## src/rtl/inv_pi_permute.sv

```systemverilog
// Sequential inverse-pi permuter for a 5x5 bit plane: rebuilds dst one bit per
// cycle from the captured src plane, walking (i,j) in row-major order.
module inv_pi_permute #(
    parameter int SIZE    = 5,
    parameter int MEMSIZE = 25
) (
    input  logic               clk,
    input  logic               rst,
    input  logic               start,
    input  logic [MEMSIZE-1:0] line,
    output logic               busy,
    output logic               done,
    output logic [MEMSIZE-1:0] mem
);

    typedef enum logic [1:0] {
        IDLE = 2'd0,
        RUN  = 2'd1,
        DONE = 2'd2
    } state_t;

    state_t             state_q;
    logic [MEMSIZE-1:0] src_q;
    logic [MEMSIZE-1:0] dst_q;
    logic [2:0]         i_q;
    logic [2:0]         j_q;
    logic               busy_q;
    logic               done_q;

    logic [4:0] i_ext;
    logic [4:0] j_ext;
    logic [4:0] sum_d;
    logic [4:0] k_d;
    logic [4:0] src_idx_d;
    logic [4:0] dst_idx_d;

    // Destination (i,j) pulls from source (j, (2i+3j) mod 5); mod by compare-subtract.
    always_comb begin
        i_ext = {2'b00, i_q};
        j_ext = {2'b00, j_q};
        sum_d = (i_ext << 1) + (j_ext << 1) + j_ext;
        k_d   = sum_d;
        if (sum_d >= 5'd20) begin
            k_d = sum_d - 5'd20;
        end else if (sum_d >= 5'd15) begin
            k_d = sum_d - 5'd15;
        end else if (sum_d >= 5'd10) begin
            k_d = sum_d - 5'd10;
        end else if (sum_d >= 5'd5) begin
            k_d = sum_d - 5'd5;
        end
        src_idx_d = (j_ext << 2) + j_ext + k_d;
        dst_idx_d = (i_ext << 2) + i_ext + j_ext;
    end

    always_ff @(posedge clk or posedge rst) begin
        if (rst) begin
            state_q <= IDLE;
            src_q   <= '0;
            dst_q   <= '0;
            i_q     <= '0;
            j_q     <= '0;
            busy_q  <= 1'b0;
            done_q  <= 1'b0;
        end else begin
            case (state_q)
                IDLE: begin
                    if (start) begin
                        src_q   <= line;
                        dst_q   <= '0;
                        i_q     <= '0;
                        j_q     <= '0;
                        state_q <= RUN;
                        busy_q  <= 1'b1;
                    end
                end
                RUN: begin
                    dst_q[dst_idx_d] <= src_q[src_idx_d];
                    if (j_q == 3'(SIZE - 1)) begin
                        j_q <= '0;
                        if (i_q == 3'(SIZE - 1)) begin
                            i_q     <= '0;
                            state_q <= DONE;
                            busy_q  <= 1'b0;
                            done_q  <= 1'b1;
                        end else begin
                            i_q <= i_q + 3'd1;
                        end
                    end else begin
                        j_q <= j_q + 3'd1;
                    end
                end
                DONE: begin
                    state_q <= IDLE;
                    done_q  <= 1'b0;
                end
                default: begin
                    state_q <= IDLE;
                    busy_q  <= 1'b0;
                    done_q  <= 1'b0;
                end
            endcase
        end
    end

    assign busy = busy_q;
    assign done = done_q;
    assign mem  = dst_q;

endmodule

```

## config.mk

```make
export PLATFORM = sky130hd
export DESIGN_NAME = inv_pi_permute
export DESIGN_NICKNAME = d
export VERILOG_FILES = /design/src/rtl/inv_pi_permute.sv
export SDC_FILE = /design/constraint.sdc
export NUM_CORES = 1
export LEC_CHECK = 0
export ABC_AREA = 1
export CAP_MARGIN = 30
export CORE_MARGIN = 2
export CORE_UTILIZATION = 55
export DETAILED_ROUTE_END_ITERATION = 8
export PLACE_DENSITY = 0.82
export SLEW_MARGIN = 20
export SYNTH_ARGS = -nofsm -noshare
export SYNTH_HDL_FRONTEND = slang
export SYNTH_SLANG_ARGS = --single-unit
```

## constraint.sdc

```tcl
create_clock -name clk -period 10.8 [get_ports clk]
set_input_delay 1.08 -clock clk [delete_from_list [all_inputs] [get_ports clk]]
set_output_delay 1.08 -clock clk [all_outputs]
set_load 0.02 [all_outputs]
```

Yosys cells after proc, flatten, opt, wreduce, memory -nomap -nowiden
Index checks and enable logic that the tools add are counted.
Word-level totals
  flip-flop bits (word level): 60
  bits in read-only memories: 0
  memories kept: 0
  latch bits: 0
  RAM bits: 0
  bits of input ports: 28
Operators by class
  shift operators: 0
  add/subtract/negate cells: 12
  magnitude comparators: 7
  multipliers: 0
  reduce and logical (&&, ||, !) cells: 9
  bitwise logic cells: 2
  eq/ne operators: 7
  multiplexer cells: 28
  divide/modulo/power cells: 0
Operators by type and width (count)
  $pmux W25 S2: 1
  $bwmux W25: 1
  $mux W25: 1
  $add A5 B3 Y5: 4
  $mux W5: 4
  $lt A5 B6 Y1 const B: 2
  $mux W3: 4
  $pmux W3 S2: 2
  $ge A5 B4 Y1 const B: 2
  $sub A5 B4 Y5 const B: 2
  $reduce_and A3 Y1: 3
  $mux W1: 7
  $add A3 B1 Y3 const B: 2
  $eq A3 B3 Y1 const B: 2
  $mux W2: 3
  $ne A2 B2 Y1 const B: 3
  $add A4 B4 Y5: 1
  $add A5 B5 Y5: 1
  $bmux W1 S5: 1
  $demux W1 S5: 1
  $ge A5 B1 Y1 const B: 1
  $ge A5 B3 Y1 const B: 1
  $ge A5 B5 Y1 const B: 1
  $sub A5 B3 Y5 const B: 1
  12 further kinds: 14

Logic depth before layout (Yosys ltp)
  depth after elaboration: 12
  depth in mapped cells: 29
  mapped depth without buffers: 28

Worst setup path before layout
No wires, ideal clock.
  kind: register -> register
  start: register j_q[2]
  end: register dst_q[1] (netlist: mem[1])
  clock period less this slack: 4.990 ns
  setup slack: 5.810 ns
  data required time: 10.737 ns
  setup time: 0.063 ns
  data arrival time: 4.927 ns
  buffers on the path: 1
  cell stages (with the launch flop): 27
  cell sequence: dfrtp_1 inv_1 fa_1 inv_1 ha_1 fa_1 ha_1 nand2_1 inv_1 ha_1 nor2_2 nand2_1 a21oi_1 nand2_1 o211ai_1 o21ai_0 fa_1 inv_1 fa_1 inv_1 a41oi_1 nor3_1 nand3_4 buf_6 nand3_2 nand2_1 inv_1
Between the ends
  longest elaborated chain between the ends: 12
  elaborated cells on any way between the ends: 26
RTL lines
  start, declared: RTL line 26  | logic [2:0] j_q;
  start signal, assigned: RTL line 90  | j_q <= j_q + 3'd1;
  $add A4 B4 Y5: RTL line 41  | sum_d = (i_ext << 1) + (j_ext << 1) + j_ext;
  $add A5 B3 Y5: RTL line 41
  $sub A5 B3 Y5 / $ge A5 B3 Y1 (equally long branches): RTL line 50, 49
  $mux W5: RTL line 49  | end else if (sum_d >= 5'd5) begin
  $mux W5: RTL line 47  | end else if (sum_d >= 5'd10) begin
  $mux W5: RTL line 45  | end else if (sum_d >= 5'd15) begin
  $mux W5: RTL line 43  | if (sum_d >= 5'd20) begin
  $add A5 B5 Y5: RTL line 52  | src_idx_d = (j_ext << 2) + j_ext + k_d;
  $bmux W1 S5: RTL line 78  | dst_q[dst_idx_d] <= src_q[src_idx_d];
  $mux W1 (implied by the code): RTL line 78
  $bwmux W25 (*): RTL line 78
  $pmux W25 S2 (*): RTL line 66  | case (state_q)
  end signal, assigned by index: RTL line 78
  end, declared: RTL line 24  | logic [MEMSIZE-1:0] dst_q;
Mark *: on every way between the ends. The rest lies on a longest branch, timed or not. The select of a mux whose other input is x is not followed.
A chain may end at the register's enable or synchronous reset.

Worst setup path in the final report
  start: register j_q[2]
  end: register dst_q[10] (netlist: mem[10])
The elaborated chain is that of the path after synthesis.

==> out/metrics.csv <==
metric;value;unit
required_arrival_time_at_the_worst_endpoint;11.08;ns
timing.final.crit_share;52.8;%
num_io_pins;55;
report.final.slew_viol_count;0;
via_per_inst;5.24;
synth_fp_nets;613;
ys_types;30;
floorplan.core_area;7210;sq um
worstMarginPinSlew;0.748;ns
clock_latency_late_sink;0.34;ns
cp-start-kind;flop;
worstSetupEndpointType;flop;
ff2ff_setup_slack;5.10;ns
whs_endpoint;src_q[19];
route.top_layer_used;met4;
cell_area_after_technology_mapping;4080;sq um
syn_avg_cell_area;7.44;sq um
synth-seq-cells;60;
outcome;completed;
clk_path_buf_depth;2;
worstHoldPathCells;2;
synth_async_sr_flop_share;100;%
setup_viol;0;
hold_path_class;flop to flop;
max_freq;0.175;GHz
rows;31;
placement.io_buffers;54;
routed-wl-met3;409;um
proportion_of_layout_cells_with_a_drive_suffix_above_1;8.26;%
post_cts_resize_count;0;
timing.critical_path.slowest_stage_cell;sky130_fd_sc_hd__fa_1;
tritoncts;built;
max_transition_margin;50.1;%
gp_congestion;0.937;
drt_wl_total;9.05;mm
design.die.area;8110;sq um
timing.critical_path.fanout_max;19;
count_of_flip_flops_with_a_built_in_enable_after_synthesis;0;
tritoncts_num_sinks;60;
final_nets;666;
critPathMaxStageDelay;0.58;ns
setup_total_negative_slack;0;ns
synth_seq_area_share;36.8;%
grt-ovfl-total;0;
ys.warnings.count;0;
critical_path.n_buffers_inverters;5;
critical_path_class;flop to flop;
ys_dominant_reg_cell;sky130_fd_sc_hd__dfrtp_1;
die_height;90.1;um
min-delay-start;src_q[19];
cts_setup_buffers;0;
drtAntennaViolNets;0;
finalCriticalPeriod;5.70;ns
grt_first_pass_wirelength;16.0;mm
post-route-drc-count;0;
vias;3687;
critical_path.reg2reg.startpoint;j_q[2];
wire_per_inst;12.9;um
critical_path.top_delay_family;adder cells;
drt_first_iter_violations;259;
cts_hold_buffers;0;
htree_levels;3;
post-dp-hpwl;6.49;mm
detailedRoute.firstPassIterationCount;5;
globalRouteTotalUtil;23.8;%
reg2reg_to;mem[10];
n_antenna_cell;0;
worst-r2r-cell-count;25;
synthCells;548;
arrival;5.98;ns
timing.final.hold_violations;0;
initial_core_util;56.5;%
die_w;90.1;um
clk_root_buffer_cell;sky130_fd_sc_hd__clkbuf_8;
critical_path_cell_count;25;
detailroute.wirelength.met2;4.52;mm
vias_in_the_first_global_route;3538;
cts.reportedPaths.clkPinSlew;0.07;ns
layout-area-overhead-vs-synth;18.8;%
grt_setup_unrepaired;no;
worst_clock_skew;0.00807;ns
initial_antenna_violation_count;0;
drt-met1-wl;3.97;mm
cts-buffers-inserted;9;
grt_start_max_net_pins;61;
maxCapViolations;0;
-- cell usage after synthesis, types with 5 or more instances --
library cell	number	area [sq um]
sky130_fd_sc_hd__a21oi_1	15	75.1
sky130_fd_sc_hd__nand3_2	12	120
sky130_fd_sc_hd__clkbuf_1	9	33.8
sky130_fd_sc_hd__nand3_1	45	225
sky130_fd_sc_hd__inv_1	62	233
sky130_fd_sc_hd__ha_1	30	375
sky130_fd_sc_hd__nand2_1	194	728
sky130_fd_sc_hd__inv_2	6	22.5
sky130_fd_sc_hd__nor2_1	34	128
sky130_fd_sc_hd__fa_1	7	140
sky130_fd_sc_hd__o21ai_0	32	160
sky130_fd_sc_hd__nand2_2	9	56.3
sky130_fd_sc_hd__dfrtp_1	60	1500
sky130_fd_sc_hd__xnor2_1	5	43.8
-- area by class of cell --
class                   instances  area, sq um
fillers                       609         2370
multi-input cells             405         2230
flip-flops and latches         60         1500
repair buffers                 56          556
inverters                      69          259
clock buffers                  11          141
well taps                      99          124
clock inverters                 4         26.3
-- worst register-to-register path: cells and delay by family, from the launching register on --
| kind | cells | cell delay [ns] |
|---|---|---|
| buf+inv | 5 | 0.49 |
| simple gates | 9 | 1.38 |
| fa+ha+maj | 7 | 2.80 |
| flops | 1 | 0.49 |
| compound gates | 4 | 0.50 |
-- kinds of logic (layout without fill, tap and decap cells) --
kind of cell | count (synthesis) | count (layout) | synth area share, %
simple gates | 304 | 304 | 33.0
buf+inv | 83 | 140 | 8.32
flops | 60 | 60 | 36.8
compound gates | 56 | 56 | 7.46
fa+ha+maj | 37 | 37 | 12.6
xor+xnor | 8 | 8 | 1.72
-- registers in the layout (all words and copies together) (netlist names) --
signal and cells:
busy 1, mem 25, src_q 25, state_q 2
done 1, i_q 3, j_q 3
-- through the flow --
step	setup slack (ns)	utilization, %	instance area [sq um]	hold WS [ns]	std cells
2_1_floorplan	5.81	-	4080	0.444	548
3_3_place_gp	5.42	64.8	4670	0.462	689
3_5_place_dp	5.22	64.8	4670	0.466	689
4_1_cts	5.14	67.1	4840	0.483	704
5_1_grt	4.66	67.1	4840	0.498	704
6_report	5.10	67.1	4840	0.480	704
-- cells in the final DEF (no fill, tap or decap), types with 5 or more instances in the layout --
cell                                n
sky130_fd_sc_hd__nand2_1          194
sky130_fd_sc_hd__inv_1             61
sky130_fd_sc_hd__dfrtp_1           60
sky130_fd_sc_hd__clkdlybuf4s50_1   54
sky130_fd_sc_hd__nand3_1           45
sky130_fd_sc_hd__nor2_1            34
sky130_fd_sc_hd__o21ai_0           32
sky130_fd_sc_hd__ha_1              30
sky130_fd_sc_hd__a21oi_1           15
sky130_fd_sc_hd__nand3_2           12
sky130_fd_sc_hd__clkbuf_8          10
sky130_fd_sc_hd__nand2_2            9
sky130_fd_sc_hd__inv_2              7
sky130_fd_sc_hd__fa_1               7
sky130_fd_sc_hd__xnor2_1            5
-- worst max path at each step --
stage,slack (ns),end,from
2_1_floorplan,5.81,mem[1],j_q[2]
6_report,5.10,mem[10],j_q[2]
3_5_place_dp,5.22,mem[10],j_q[2]
3_3_place_gp,5.42,mem[14],j_q[2]
4_1_cts,5.14,mem[10],j_q[2]
5_1_grt,4.66,mem[10],j_q[2]
-- per-layer routing --
layer	track usage [%]	vias to the layer above
li1	-	1834
met1	30.4	1721
met2	40.4	114
met3	3.77	18
met4	10.1	0
met5	0	-
Power is not shown: default switching activity piles up to over one toggle a cycle in this logic, so the estimate is an artifact.
